<file path="src/rtl/fpga_console_pkg.sv">
// Shared types and tx_word field positions for the host-to-firmware console channel.
package fpga_console_pkg;

  typedef enum logic [1:0] {
    StIdle,
    StWaitAck,
    StHoldoff
  } console_state_e;

  localparam int unsigned CHAR_LSB  = 0;
  localparam int unsigned LEVEL_LSB = 8;
  localparam int unsigned OVF_BIT   = 30;
  localparam int unsigned SEQ_BIT   = 31;

endpackage

</file>
<file path="src/rtl/console_sync_fifo.sv">
// Single-clock show-ahead FIFO with flopped storage and synchronous flush.
module console_sync_fifo #(
  parameter int unsigned DEPTH   = 64,
  parameter int unsigned DATA_W  = 8,
  localparam int unsigned LEVEL_W = $clog2(DEPTH) + 1,
  localparam int unsigned PTR_W   = $clog2(DEPTH)
) (
  input  logic               clk,
  input  logic               rst_b,
  input  logic               push,
  input  logic [DATA_W-1:0]  din,
  input  logic               pop,
  input  logic               flush,
  output logic [DATA_W-1:0]  dout,
  output logic               full,
  output logic               empty,
  output logic [LEVEL_W-1:0] level
);

  logic [DATA_W-1:0]  mem_q [DEPTH];
  logic [PTR_W-1:0]   wr_ptr_q, rd_ptr_q;
  logic [LEVEL_W-1:0] level_q;
  logic               push_ok, pop_ok;

  assign full  = (level_q == LEVEL_W'(DEPTH));
  assign empty = (level_q == '0);
  assign level = level_q;
  assign dout  = mem_q[rd_ptr_q];

  // A pop on the same edge frees the slot, so a push at full is still taken.
  assign pop_ok  = pop && !empty;
  assign push_ok = push && (!full || pop_ok);

  always_ff @(posedge clk) begin
    if (push_ok && !flush) begin
      mem_q[wr_ptr_q] <= din;
    end
  end

  always_ff @(posedge clk or negedge rst_b) begin
    if (!rst_b) begin
      wr_ptr_q <= '0;
      rd_ptr_q <= '0;
      level_q  <= '0;
    end else if (flush) begin
      wr_ptr_q <= '0;
      rd_ptr_q <= '0;
      level_q  <= '0;
    end else begin
      if (push_ok) wr_ptr_q <= wr_ptr_q + PTR_W'(1);
      if (pop_ok)  rd_ptr_q <= rd_ptr_q + PTR_W'(1);
      if (push_ok && !pop_ok) begin
        level_q <= level_q + LEVEL_W'(1);
      end else if (pop_ok && !push_ok) begin
        level_q <= level_q - LEVEL_W'(1);
      end
    end
  end

endmodule

</file>
<file path="src/rtl/fpga_console_tx.sv">
// Host-to-firmware console: buffers host bytes and presents them with a toggle handshake.
// Optional pacing between presentations is enabled by defining CONSOLE_TX_PACE_EN.
module fpga_console_tx
  import fpga_console_pkg::*;
#(
  parameter int unsigned DEPTH   = 64,
  parameter int unsigned DATA_W  = 8,
  localparam int unsigned LEVEL_W = $clog2(DEPTH) + 1
) (
  input  logic               core_clk,
  input  logic               rst_b,
  input  logic               wr_en,
  input  logic [DATA_W-1:0]  wr_data,
  input  logic               flush,
  input  logic               fw_ack_seq,
  input  logic [15:0]        pace_div,
  output logic               fifo_full,
  output logic               fifo_empty,
  output logic [LEVEL_W-1:0] fifo_level,
  output logic               overflow,
  output logic [31:0]        tx_word,
  output logic               tx_pending
);

  console_state_e    state_q, state_d;
  logic              seq_q, seq_d;
  logic [DATA_W-1:0] char_q, char_d;
  logic              ovf_q, ovf_d;
  logic [DATA_W-1:0] fifo_dout;
  logic              pop;
  logic [7:0]        level_sat;

`ifdef CONSOLE_TX_PACE_EN
  logic [15:0] cnt_q, cnt_d;
`else
  logic unused_pace;
  assign unused_pace = ^pace_div;
`endif

  // No pop during flush: the FIFO contents are being discarded on that edge.
  assign pop = (state_q == StIdle) && !fifo_empty && !flush;

  console_sync_fifo #(
    .DEPTH  (DEPTH),
    .DATA_W (DATA_W)
  ) u_fifo (
    .clk   (core_clk),
    .rst_b (rst_b),
    .push  (wr_en),
    .din   (wr_data),
    .pop   (pop),
    .flush (flush),
    .dout  (fifo_dout),
    .full  (fifo_full),
    .empty (fifo_empty),
    .level (fifo_level)
  );

  always_comb begin
    state_d = state_q;
    seq_d   = seq_q;
    char_d  = char_q;
`ifdef CONSOLE_TX_PACE_EN
    cnt_d   = cnt_q;
`endif
    case (state_q)
      StIdle: begin
        if (pop) begin
          char_d  = fifo_dout;
          seq_d   = ~seq_q;
          state_d = StWaitAck;
        end
      end
      StWaitAck: begin
        if (fw_ack_seq == seq_q) begin
`ifdef CONSOLE_TX_PACE_EN
          state_d = StHoldoff;
          cnt_d   = pace_div;
`else
          state_d = StIdle;
`endif
        end
      end
`ifdef CONSOLE_TX_PACE_EN
      StHoldoff: begin
        if (cnt_q == '0) state_d = StIdle;
        else             cnt_d   = cnt_q - 16'd1;
      end
`endif
      default: state_d = StIdle;
    endcase
  end

  assign ovf_d = flush ? 1'b0 : (ovf_q | (wr_en && fifo_full && !pop));

  always_ff @(posedge core_clk or negedge rst_b) begin
    if (!rst_b) begin
      state_q <= StIdle;
      seq_q   <= 1'b0;
      char_q  <= '0;
      ovf_q   <= 1'b0;
`ifdef CONSOLE_TX_PACE_EN
      cnt_q   <= '0;
`endif
    end else begin
      state_q <= state_d;
      seq_q   <= seq_d;
      char_q  <= char_d;
      ovf_q   <= ovf_d;
`ifdef CONSOLE_TX_PACE_EN
      cnt_q   <= cnt_d;
`endif
    end
  end

  assign level_sat  = (32'(fifo_level) > 32'd255) ? 8'hff : 8'(fifo_level);
  assign overflow   = ovf_q;
  assign tx_pending = (state_q == StWaitAck);

  always_comb begin
    tx_word                    = '0;
    tx_word[CHAR_LSB +: 8]     = 8'(char_q);
    tx_word[LEVEL_LSB +: 8]    = level_sat;
    tx_word[OVF_BIT]           = ovf_q;
    tx_word[SEQ_BIT]           = seq_q;
  end

endmodule

</file>
<file path="config.mk">
export PLATFORM = sky130hd
export DESIGN_NAME = fpga_console_tx
export DESIGN_NICKNAME = d
export VERILOG_FILES = /design/src/rtl/fpga_console_pkg.sv /design/src/rtl/console_sync_fifo.sv /design/src/rtl/fpga_console_tx.sv
export SDC_FILE = /design/constraint.sdc
export NUM_CORES = 1
export LEC_CHECK = 0
export CAP_MARGIN = 10
export CORE_AREA = 2 2 211 255
export DETAILED_ROUTE_END_ITERATION = 10
export DIE_AREA = 0 0 213 257
export SLEW_MARGIN = 10
export SYNTH_ARGS = -nofsm -noshare
export SYNTH_HDL_FRONTEND = slang
export SYNTH_SLANG_ARGS = --single-unit
</file>
<file path="constraint.sdc">
create_clock -name core_clk -period 3.5 [get_ports core_clk]
set_input_delay 0.7 -clock core_clk [delete_from_list [all_inputs] [get_ports core_clk]]
set_output_delay 0.7 -clock core_clk [all_outputs]
set_load 0.02 [all_outputs]
</file>
# == After elaboration in Yosys (flattened, before gate mapping) ==
# Memories as Yosys holds them, arrays and structs flattened. A register that Yosys moved wholly into a read port is not among the register bits.
# Cells that the tools add are included.
# word_totals
register_bits,23
latch_bits,0
ramBits,512
mem_bits_ro,0
output_inout_bits,43
elab_cells,55
n_memories,1
# mem_list
name,depth,width,read_ports,rd_ports_with_merged_regs,write_ports,line_no,text
u_fifo.mem_q,64,8,1,1,1,console_sync_fifo.sv:20,logic [DATA_W-1:0] mem_q [DEPTH];
# classes
addsub,4
multipliers,0
n_div,0
magnitude_cmp,0
n_eq_ne,5
shift,0
n_mux,13
bitwise,2
n_reduce_logical,24
# op_table
cell,count
6-bit 2-to-1 mux,4
7-bit 2-to-1 mux,3
"6-bit by 1-bit adder with 6-bit output, second input constant",2
1-bit logical AND,9
"7-bit by 1-bit adder with 7-bit output, second input constant",1
"7-bit equality test, second input constant",1
1-bit logical NOT,7
7-bit logical NOT,1
"7-bit by 1-bit subtractor with 7-bit output, second input constant",1
2-bit 2-to-1 mux,2
2-bit case mux with 2 select lines,1
2-bit AND reduction,2
2-bit nonzero test,2
1-bit 2-to-1 mux,3
3-bit nonzero test,1
"2-bit by 1-bit equality test with 1-bit output, second input constant",1
2-bit logical NOT,1
"2-bit by 1-bit != test with 1-bit output, second input constant",1
"2-bit != test, second input constant",1
1-bit equality test,1
1-bit logical OR,1
1-bit inverter,1
1-bit bitwise OR,1

# == Depth between registers and ports, before layout ==
# Gate-level depths: netlist (run 1).
# logic_depth
word_depth,12
ltp_mapped,12
mapped_depth_nobuf,12

# == Hierarchy ==
# Synthesis (run 1) repeated with hierarchy kept, for this count alone.
# unflattened
hier_cells,1144
area_unflattened_um2,21866.0
# by_module_without_submodules
mod,instances,cells_each,area_each_um2,seq_area_each_um2
console_sync_fifo,1,1092,21252.9,15850.2
fpga_console_tx,1,52,613.1,275.3

# == Least setup slack after synthesis (run 1) ==
# Ideal clock, no wire load.
# synth_timing
kind,flip-flop to flip-flop
start,reg u_fifo.level_q[0] (netlist: u_fifo.level[0])
end,reg u_fifo.level_q[6] (netlist: u_fifo.level[6])
setup_time_ps,82
t_arrival_ps,3171
t_required_ps,3418
slack_ps,247
path_stages_with_launch,12
synth_period_minus_slack_ps,3253
cell_sequence,dfrtp_1 > nor4_2 > a311o_1 > buf_1 > nand2_1 > ha_1 > nor2b_1 > o21ai_0 > nand2b_1 > a31oi_1 > mux2_2 > a31oi_1
# synth_via
elab_chain_cells,10
word_cells_on_any_way,19
cone_classes,2 x add/sub; 1 x eq/ne; 3 x mux; 13 x reduce/logical
# synth_lines
item,line_no,text
from (decl),console_sync_fifo.sv:22,logic [LEVEL_W-1:0] level_q;
from (signal assigned),console_sync_fifo.sv:53,level_q <= level_q + LEVEL_W'(1);
from (signal assigned),console_sync_fifo.sv:55,level_q <= level_q - LEVEL_W'(1);
branches (longest 10 deep; another with 7-bit by 1-bit subtractor with 7-bit output),-,
# Several ways; the timed one is not identified. The select of a mux whose other input is x is not followed.
# A chain may end at the register's enable or synchronous reset.

# == Worst setup path in the final report (run 1) ==
# layout_timing
start,reg u_fifo.level_q[0] (netlist: u_fifo.level[0])
end,out fifo_full
# layout_via
elab_chain_cells,1
# layout_lines
item,line_no,text
7-bit equality test,console_sync_fifo.sv:25,assign full = (level_q == LEVEL_W'(DEPTH));
to (decl),fpga_console_tx.sv:17,"output logic fifo_full,"
# No other way between the ends.

==> metrics, run 1 <==
Yosys top cell by area=edfxtp_1; clk_lat worst skew=570 ps; vias in the first global route=10700; required time worst endpoint=2800 ps; number of diodes=0; drt pass-1 iters=5; startpoint types=flip-flop; Cell Rows=92; Yosys cell types=55; number of enable flip-flop cells after synthesis=512; Final Hold Vio Count=0; Pwr Total=0.0156 W; Tmin final=3310 ps; CTS resizes=0; Final setup viols=0; ys flop type=edfxtp_1; Max VDD drop=0.000423 V; P&R area growth vs syn=15.0%; fin crit share=94.6%; area share of the largest cell type after synthesis=70.8%; Vias/cell=5.40; Crit path arrival time=2610 ps; final net count=1235; Die ar.=54700 um^2; Max Slew Vio Count=0; number of CTS-inserted buffers=51; routability cong.=0.780; total gr overflow=0; clock buffer depth=3; Synth Instances=1074; Ports=72; Yosys reg bits=542; Tightest Pin Transition=1210 ps; IO Port Bufs=40; DP HPWL=29200 um; PwrDens=623 nW/um^2; Antenna Nets Post-Route=0; routed vias=10500; max_cap viols=0; H-tree depth=2; Peak Freq=302 MHz; Setup TNS=0 ps; initial antenna violation count=2; Detailed Route WL=46300 um; hold_buf cts=0; Worst slew margin=19.0%; first-pass GRT wire length=69500 um; core area=52100 um^2; RSZ-0062 raised after global routing=false; drt wl/cell=23.8 um; Die W=213 um; Syn. warnings=0; Post-synth ARST share=5.54%; TritonCTS clock tree=yes; share of cells above drive strength 1=26.4%; initial DRC count=1001; Syn Std Cell Area=21700 um^2; drt drc=0; Crit Path Max Fanout=7; most area-consuming cells after synthesis=edfxtp_1 71%, mux4_2 14%, dfrtp_1 3.5%; Post-Place Cells=1849; combined area of the multi-input logic cells=5120 um^2; # clock sinks=542; Vert. Die Dim=257 um; largest net degree at the start of global routing=65; LEAKAGE=7.90 nW; clk_skew=21.5 ps; post-CTS setup buffer count=0; type of the most critical hold path=flip-flop to flip-flop; Syn Area/Cell=20.2 um^2; status=completed; fill cell count=4302; Crit. End Element=primary output; critical path type=flip-flop to primary output; post-synthesis sequential area ratio=74.2%; Reg clk slew, reported paths=60 ps; Tot GR Track Use=17.3%; Initial Util=41.7%; root buf cell=clkbuf_16; register area=16100 um^2; final non-filler cell total=1944
==> final cells by class <==
type,count,area share [%]
flip-flops and latches,542,64.6
multi-input cells,453,20.5
clock buffers,64,5.47
repair buffers,141,4.84
well taps,705,3.53
clock inverters,31,0.986
inverters,8,0.120
==> Yosys cell counts (all sizes together) (7+ instances only) <==
cell type,count
inv,7
xnor2,9
a221oi,7
ha,8
nand2,36
clkbuf,28
buf,57
mux4,144
a22oi,14
a21oi,24
edfxtp,512
nor2b,15
dfrtp,30
mux2i,10
nor2,78
nand3,7
==> cells by family (layout without fill, tap and decap cells) <==
logic type	count (synthesis)	count (layout)	synth area share [%]
multiplexers	156	156	15.7
XOR/XNOR	15	15	0.605
buffers and inverters	93	244	2.47
other	1	15	0.0173
flip-flops	542	542	74.2
AND/OR/NAND/NOR	179	179	3.91
adder cells (fa/ha/maj)	9	9	0.553
AO/OA/AOI/OAI	79	79	2.56
==> power breakdown <==
| group | internal (W) | leakage [nW] | switching, W |
|---|---|---|---|
| Combinational | 0.00139 | 2.13 | 0.00138 |
| Sequential | 0.00722 | 4.99 | 0.000243 |
| Clock | 0.00306 | 0.789 | 0.00228 |
| Total | 0.0117 | 7.90 | 0.00391 |
==> per-layer routing <==
layer	global-route usage [%]	routed length (um)	part of all wire, %
met1	24.1	19800	43
met2	28.2	22900	49
met3	2.55	2430	5.2
met4	5.28	1180	2.5
met5	0	0	0
==> worst max-delay path: stages, from the launching register on <==
cell and delay, ps:
dfrtp_1 460, nor4_2 470, nand3_1 190, inv_1 260, clkdlybuf4s50_1 660
==> cells in the final DEF (no fill, tap or decap), drive strengths merged, types with 6 or more instances in the layout <==
cell type        n
nor2b           15
inv              8
buf            109
o21ai            6
nand2           36
conb            15
mux2i           10
a21oi           24
xnor2            9
nand3            7
clkdlybuf4s50   32
a221oi           7
clkbuf          64
mux4           144
clkinv          25
nor2            78
a22oi           14
edfxtp         512
xor2             6
dfrtp           30
ha               8
==> state kept, by name, indices dropped and copies added (netlist names) <==
register,count
u_fifo.wr_ptr_q,6
char_q,8
u_fifo.rd_ptr_q,6
overflow,1
u_fifo.mem_q,512
state_q,1
seq_q,1
u_fifo.level,7
==> per-stage QoR <==
step	util (%)	hold WS [ps]	cell area, um^2	setup WS (ps)
after floorplan	-	404	21800	247
after global placement	44.8	487	23400	207
after detailed placement	44.8	497	23400	171
after CTS	47.9	511	25000	153
after global routing	47.9	528	25000	46.7
final	47.9	503	25000	188
==> worst paths after layout <==
kind / endpoint / slack, ps / depth (start not counted) / start
worst min register to register: char_q[3] / 500 / 2 / char_q[3]
worst max register to register: u_fifo.level[6] / 350 / 11 / u_fifo.level[0]
min in group asynchronous: seq_q / 720 / 1 / rst_b
max in group asynchronous: u_fifo.rd_ptr_q[2] / 2010 / 1 / rst_b
worst max-delay path: fifo_full / 190 / 4 / u_fifo.level[0]
worst min-delay path: char_q[3] / 500 / 2 / char_q[3]
(Power assumes the default switching activity.)
==> inputs of run 2 (changes only) <==
--- a/config.mk
+++ b/config.mk
@@ -9,6 +9,7 @@
 export CORE_AREA = 2 2 211 255
 export DETAILED_ROUTE_END_ITERATION = 10
 export DIE_AREA = 0 0 213 257
+export GPL_TIMING_DRIVEN = 0
 export SLEW_MARGIN = 10
 export SYNTH_ARGS = -nofsm -noshare
 export SYNTH_HDL_FRONTEND = slang
==> metrics, run 2 (synthesis gave the netlist of run 1 again) <==
status=completed (unchanged); Initial Util=41.7% (unchanged); LEAKAGE=7.79 nW (was 7.90 nW); Clock Power Share=34.9% (was 34.3%); Tightest Pin Transition=1150 ps (was 1210 ps); Psw=0.00412 W (was 0.00391 W); TritonCTS clock tree=yes (unchanged); Die W=213 um (unchanged); Ports=72 (unchanged); initial DRC count=954 (was 1001); IO Port Bufs=39 (was 40); Crit. End Element=flip-flop (was primary output); Detailed Route WL=49600 um (was 46300 um); worst r2r dst=u_fifo.level[6] (unchanged); share of cells above drive strength 1=23.9% (was 26.4%); Final setup viols=0 (unchanged); final net count=1230 (was 1235); RSZ-0062 raised after global routing=false (unchanged); Critical R2R Launch=u_fifo.level[1] (was u_fifo.level[0]); crit path from=flush (was u_fifo.level[0]); core area=52100 um^2 (unchanged); Max VDD drop=0.000405 V (was 0.000423 V); critical path type=primary input to flip-flop (was flip-flop to primary output); initial antenna violation count=1 (was 2); DP HPWL=33900 um (was 29200 um); Pwr Total=0.0160 W (was 0.0156 W); Reg clk slew, reported paths=60 ps (about the same); root buf cell=clkbuf_16 (unchanged); Crit Path Max Fanout=8 (was 7); slowest CP cell=nor2_1 (was clkdlybuf4s50_1); Cell Rows=92 (unchanged); drt wl/cell=25.6 um (was 23.8 um); final core utilization=47.7% (was 47.9%); type of the most critical hold path=primary input to async pin (was flip-flop to flip-flop); commonest non-fill, non-tap cell in the layout=edfxtp_1 (unchanged); Final Hold Vio Count=0 (unchanged); final non-filler cell total=1938 (was 1944); vias in the first global route=10900 (was 10700); Most flops, register=u_fifo.mem_q (unchanged); H-tree depth=2 (unchanged); number of CTS-inserted buffers=50 (was 51); Crit path arrival time=3450 ps (was 2610 ps); clock buffer depth=3 (unchanged); Hold WS=191 ps (was 503 ps); Antenna Nets Post-Route=0 (unchanged); Vert. Die Dim=257 um (unchanged); Worst Reg-to-Reg Cells=11 (unchanged); first-pass GRT wire length=72700 um (was 69500 um); Setup TNS=0 ps (unchanged); startpoint types=primary input (was flip-flop); most frequent cells in the layout=512 x edfxtp_1, 134 x mux4_2, 77 x nor2_1, 51 x clkbuf_16 (was 512 x edfxtp_1, 134 x mux4_2, 95 x buf_4, 77 x nor2_1, 53 x clkbuf_16); Tot GR Track Use=18.4% (was 17.3%); number of diodes=0 (unchanged); Peak Freq=306 MHz (was 302 MHz); Vias/cell=5.47 (was 5.40); crit-path cells=clkdlybuf4s50_1 > nand2b_1 > a21oi_1 > nand3b_1 > nor2_1 (was nor4_2 > nand3_1 > inv_1 > clkdlybuf4s50_1); PwrDens=642 nW/um^2 (was 623 nW/um^2); routability cong.=0.858 (was 0.780); clk_skew=15.4 ps (was 21.5 ps); R2R Setup Slk=260 ps (was 350 ps); max_cap viols=0 (unchanged); total gr overflow=0 (unchanged); Max Slew Vio Count=0 (unchanged); sw frac=25.7% (was 25.1%); drt pass-1 iters=5 (unchanged); Largest stage delay, worst path=1000 ps (was 660 ps); required time worst endpoint=3680 ps (was 2800 ps); cell internal pwr=0.0119 W (was 0.0117 W); Die ar.=54700 um^2 (unchanged); # clock sinks=542 (unchanged); Worst slew margin=22.8% (was 19.0%); Tmin final=3260 ps (was 3310 ps); P&R area growth vs syn=14.6% (was 15.0%); part of the power in registers=45.9% (was 47.9%); max reg flops=512 (unchanged); drt drc=0 (unchanged); fin crit share=93.3% (was 94.6%); largest net degree at the start of global routing=52 (was 65); Post-Place Cells=1842 (was 1849); clk_lat worst skew=580 ps (was 570 ps); routed vias=10600 (was 10500); combinational share of power=19.3% (was 17.8%)
## run 2: changes by cell type in the layout (fill, tap and decap cells not counted), sizes merged
cell           delta
buf              -30
clkinvlp          +1
clkinv            -3
clkbuf           +23
bufinv            +3
inv               +2
clkdlybuf4s50     -2
## run 2: worst max-delay path by stage
stage	end	slack, ps	cells past startpoint
after floorplan	u_fifo.level[6]	250	11
after global routing	u_fifo.level[6]	9	11
after global placement	u_fifo.mem_q[48][3]	-1080	5
after detailed placement	u_fifo.level[6]	-690	11
final	u_fifo.mem_q[0][5]	240	5
after CTS	u_fifo.level[6]	80	11
## run 2: final cells by class
| class | instances | area [um^2] |
|---|---|---|
| plain buffers | 85 | 509 |
| well taps | 705 | 882 |
| inverters | 8 | 30.0 |
| fillers | 4341 | 27200 |
| multi-input cells | 453 | 5140 |
| repair buffers | 52 | 543 |
| flip-flops and latches | 542 | 16100 |
| clock buffers | 59 | 1310 |
| clock inverters | 34 | 358 |
## run 2: per-stage QoR
step	instance area, um^2	setup slack (ps)
final	24900	235
after global routing	24900	9.29
after CTS	24900	81.8
after detailed placement	23200	-687
after global placement	23000	-1080
after floorplan	21800	247
## run 2: per-layer routing
layer / wire, um / share of wire, % / track usage (%) / vias to the layer above
met5: 13 / 0.026 / 0 / -
met4: 1470 / 3.0 / 6.04 / 2
met3: 2660 / 5.4 / 3.12 / 87
met2: 25200 / 51 / 31.1 / 318
met1: 20300 / 41 / 24.1 / 5593
li1: - / - / - / 4600
## run 2: timing repair
action	CTS	global route
endpoints found under the setup margin	2	1
resized for setup	3	1
setup buffers	0	3
pin swaps	0	2
hold buffers	0	0
## run 2: worst max-delay path: cells and delay by family
kind,cells,cell delay (ps)
AND/OR/NAND/NOR,3,1730
AO/OA/AOI/OAI,1,460
buffers and inverters,1,540
## run 2: power groups by stage
stage / clock (W) / combinational [W] / sequential, W
floorplan: 0 / 0.00196 / 0.00753
global placement: 0 / 0.00303 / 0.00748
detailed placement: 0 / 0.00308 / 0.00747
CTS: 0.00567 / 0.00310 / 0.00733
global route: 0.00588 / 0.00330 / 0.00735
finish: 0.00557 / 0.00308 / 0.00733
==> inputs of run 3 (changes only) <==
--- a/config.mk
+++ b/config.mk
@@ -10,7 +10,7 @@
 export DETAILED_ROUTE_END_ITERATION = 10
 export DIE_AREA = 0 0 213 257
 export GPL_TIMING_DRIVEN = 0
-export SLEW_MARGIN = 10
+export SLEW_MARGIN = 40
 export SYNTH_ARGS = -nofsm -noshare
 export SYNTH_HDL_FRONTEND = slang
 export SYNTH_SLANG_ARGS = --single-unit
==> metrics, run 3 (synthesis gave the netlist of run 1 again) <==
Clock Power Share=33.4% (was 34.9%); most frequent cells in the layout=512 x edfxtp_1, 134 x mux4_2, 53 x clkbuf_16, 46 x nor2_2, 42 x buf_4 (was 512 x edfxtp_1, 134 x mux4_2, 77 x nor2_1, 51 x clkbuf_16); Psw=0.00411 W (was 0.00412 W); routability cong.=0.858 (unchanged); total gr overflow=0 (unchanged); Die W=213 um (unchanged); fin crit share=93.0% (was 93.3%); PwrDens=629 nW/um^2 (was 642 nW/um^2); drt drc=0 (unchanged); slowest CP cell=dfrtp_1 (was nor2_1); cell internal pwr=0.0116 W (was 0.0119 W); Max VDD drop=0.000471 V (was 0.000405 V); clock buffer depth=3 (unchanged); DP HPWL=33900 um (about the same); Crit Path Max Fanout=10 (was 8); Pwr Total=0.0157 W (was 0.0160 W); Reg clk slew, reported paths=70 ps (was 60 ps); Ports=72 (unchanged); Final Hold Vio Count=0 (unchanged); TritonCTS clock tree=yes (unchanged); P&R area growth vs syn=14.8% (was 14.6%); clk_lat worst skew=570 ps (was 580 ps); combinational share of power=19.8% (was 19.3%); hold_buf cts=0 (unchanged); Tightest Pin Transition=835 ps (was 1150 ps); commonest non-fill, non-tap cell in the layout=edfxtp_1 (unchanged); number of CTS-inserted buffers=50 (unchanged); final core utilization=47.8% (was 47.7%); status=completed (unchanged); crit-path cells=nor4_4 > a311o_1 > buf_4 > nand2_1 > ha_1 > nor2b_1 > o21ai_0 > nand2b_1 > a31oi_2 > mux2_2 > a31oi_1 (was clkdlybuf4s50_1 > nand2b_1 > a21oi_1 > nand3b_1 > nor2_1); drt pass-1 iters=5 (unchanged); routed vias=10600 (about the same); H-tree depth=2 (unchanged); core area=52100 um^2 (unchanged); LEAKAGE=7.77 nW (was 7.79 nW); RSZ-0062 raised after global routing=false (unchanged); Worst slew margin=44.1% (was 22.8%); Detailed Route WL=49900 um (was 49600 um); Tot GR Track Use=18.5% (was 18.4%); Antenna Nets Post-Route=0 (unchanged); max reg flops=512 (unchanged); Crit path arrival time=3750 ps (was 3450 ps); Vert. Die Dim=257 um (unchanged); sw frac=26.2% (was 25.7%); Max Slew Vio Count=0 (unchanged); critical path type=flip-flop to flip-flop (was primary input to flip-flop); share of cells above drive strength 1=27.6% (was 23.9%); root buf cell=clkbuf_16 (unchanged); type of the most critical hold path=primary input to async pin (unchanged); largest net degree at the start of global routing=65 (was 52); Crit. End Element=flip-flop (unchanged); vias in the first global route=10900 (about the same); # clock sinks=542 (unchanged); Final setup viols=0 (unchanged); Vias/cell=5.46 (was 5.47); max_cap viols=0 (unchanged); Cell Rows=92 (unchanged); Initial Util=41.7% (unchanged); startpoint types=flip-flop (was primary input); Tmin final=3250 ps (was 3260 ps); part of the power in registers=46.7% (was 45.9%); first-pass GRT wire length=73200 um (was 72700 um); required time worst endpoint=3990 ps (was 3680 ps); final net count=1232 (was 1230); Most flops, register=u_fifo.mem_q (unchanged); initial antenna violation count=1 (unchanged); drt wl/cell=25.7 um (was 25.6 um); Peak Freq=307 MHz (was 306 MHz); Largest stage delay, worst path=470 ps (was 1000 ps); clk_skew=11.5 ps (was 15.4 ps); Die ar.=54700 um^2 (unchanged); IO Port Bufs=39 (unchanged); initial DRC count=844 (was 954)
## run 3: cell types whose count changed in the layout (fill, tap and decap cells not counted), moves of 3 or more
cell / delta
clkinv_1: +6
nor2_1: -45
buf_2: -4
nor2_2: +45
bufinv_16: -5
clkinv_2: +3
buf_4: +6
clkinvlp_4: -3
clkbuf_1: -3
## run 3: worst paths after layout
kind,startpoint,to,slack [ps],cells after the start
min in group core_clk,wr_data[6],u_fifo.mem_q[39][6],410,1
hold / removal,rst_b,u_fifo.level[1],10,1
setup / recovery,u_fifo.level[1],u_fifo.level[6],250,11
setup reg to reg,u_fifo.level[1],u_fifo.level[6],250,11
hold reg to reg,char_q[3],char_q[3],530,2
max in group asynchronous,rst_b,u_fifo.rd_ptr_q[0],3070,2
## run 3: per-stage QoR
stage                     cells  TNS, ps  setup WS, ps  hold slack (ps)  instance area, um^2
final                      1939        0           246             14.6                24900
after global routing       1938        0          11.3             23.4                24900
after CTS                  1935        0          82.0             4.60                24900
after detailed placement   1844   -10080          -696              518                23300
after global placement     1832   -44860         -1080              517                23000
after floorplan            1088        0           247              404                21800
## run 3: final cells by class
type                    count  area, um^2
repair buffers             54         576
well taps                 705         882
fillers                  4323       27200
diodes                      1        2.50
inverters                   8        30.0
flip-flops and latches    542       16100
clock inverters            33         205
multi-input cells         453        5270
clock buffers              58        1350
plain buffers              85         509
## run 3: repair_timing
item / CTS / global route
pin swaps: 0 / 2
setup buffers: 0 / 3
endpoints found under the setup margin: 2 / 1
gates resized for setup: 3 / 1
## run 3: worst max-delay path: cells and delay by family (launching register included)
family	cells	cell delay, ps
mux	1	370
simple gates	4	830
buf+inv	1	220
flops	1	470
compound gates	4	900
fa+ha+maj	1	370
## run 3: per-layer routing
| metal | vias to the layer above | part of all wire, % | GRT usage, % |
|---|---|---|---|
| met4 | 2 | 2.9 | 5.91 |
| met5 | - | 0.026 | 0 |
| li1 | 4590 | - | - |
| met2 | 297 | 51 | 31.5 |
| met1 | 5618 | 41 | 24.1 |
| met3 | 79 | 4.7 | 3.26 |
## run 3: power groups by stage
stage / combinational [W] / sequential, W / clock [W]
after floorplan: 0.00196 / 0.00753 / 0
after global placement: 0.00303 / 0.00748 / 0
after detailed placement: 0.00309 / 0.00747 / 0
after CTS: 0.00311 / 0.00733 / 0.00534
after global routing: 0.00333 / 0.00735 / 0.00556
final: 0.00311 / 0.00733 / 0.00525
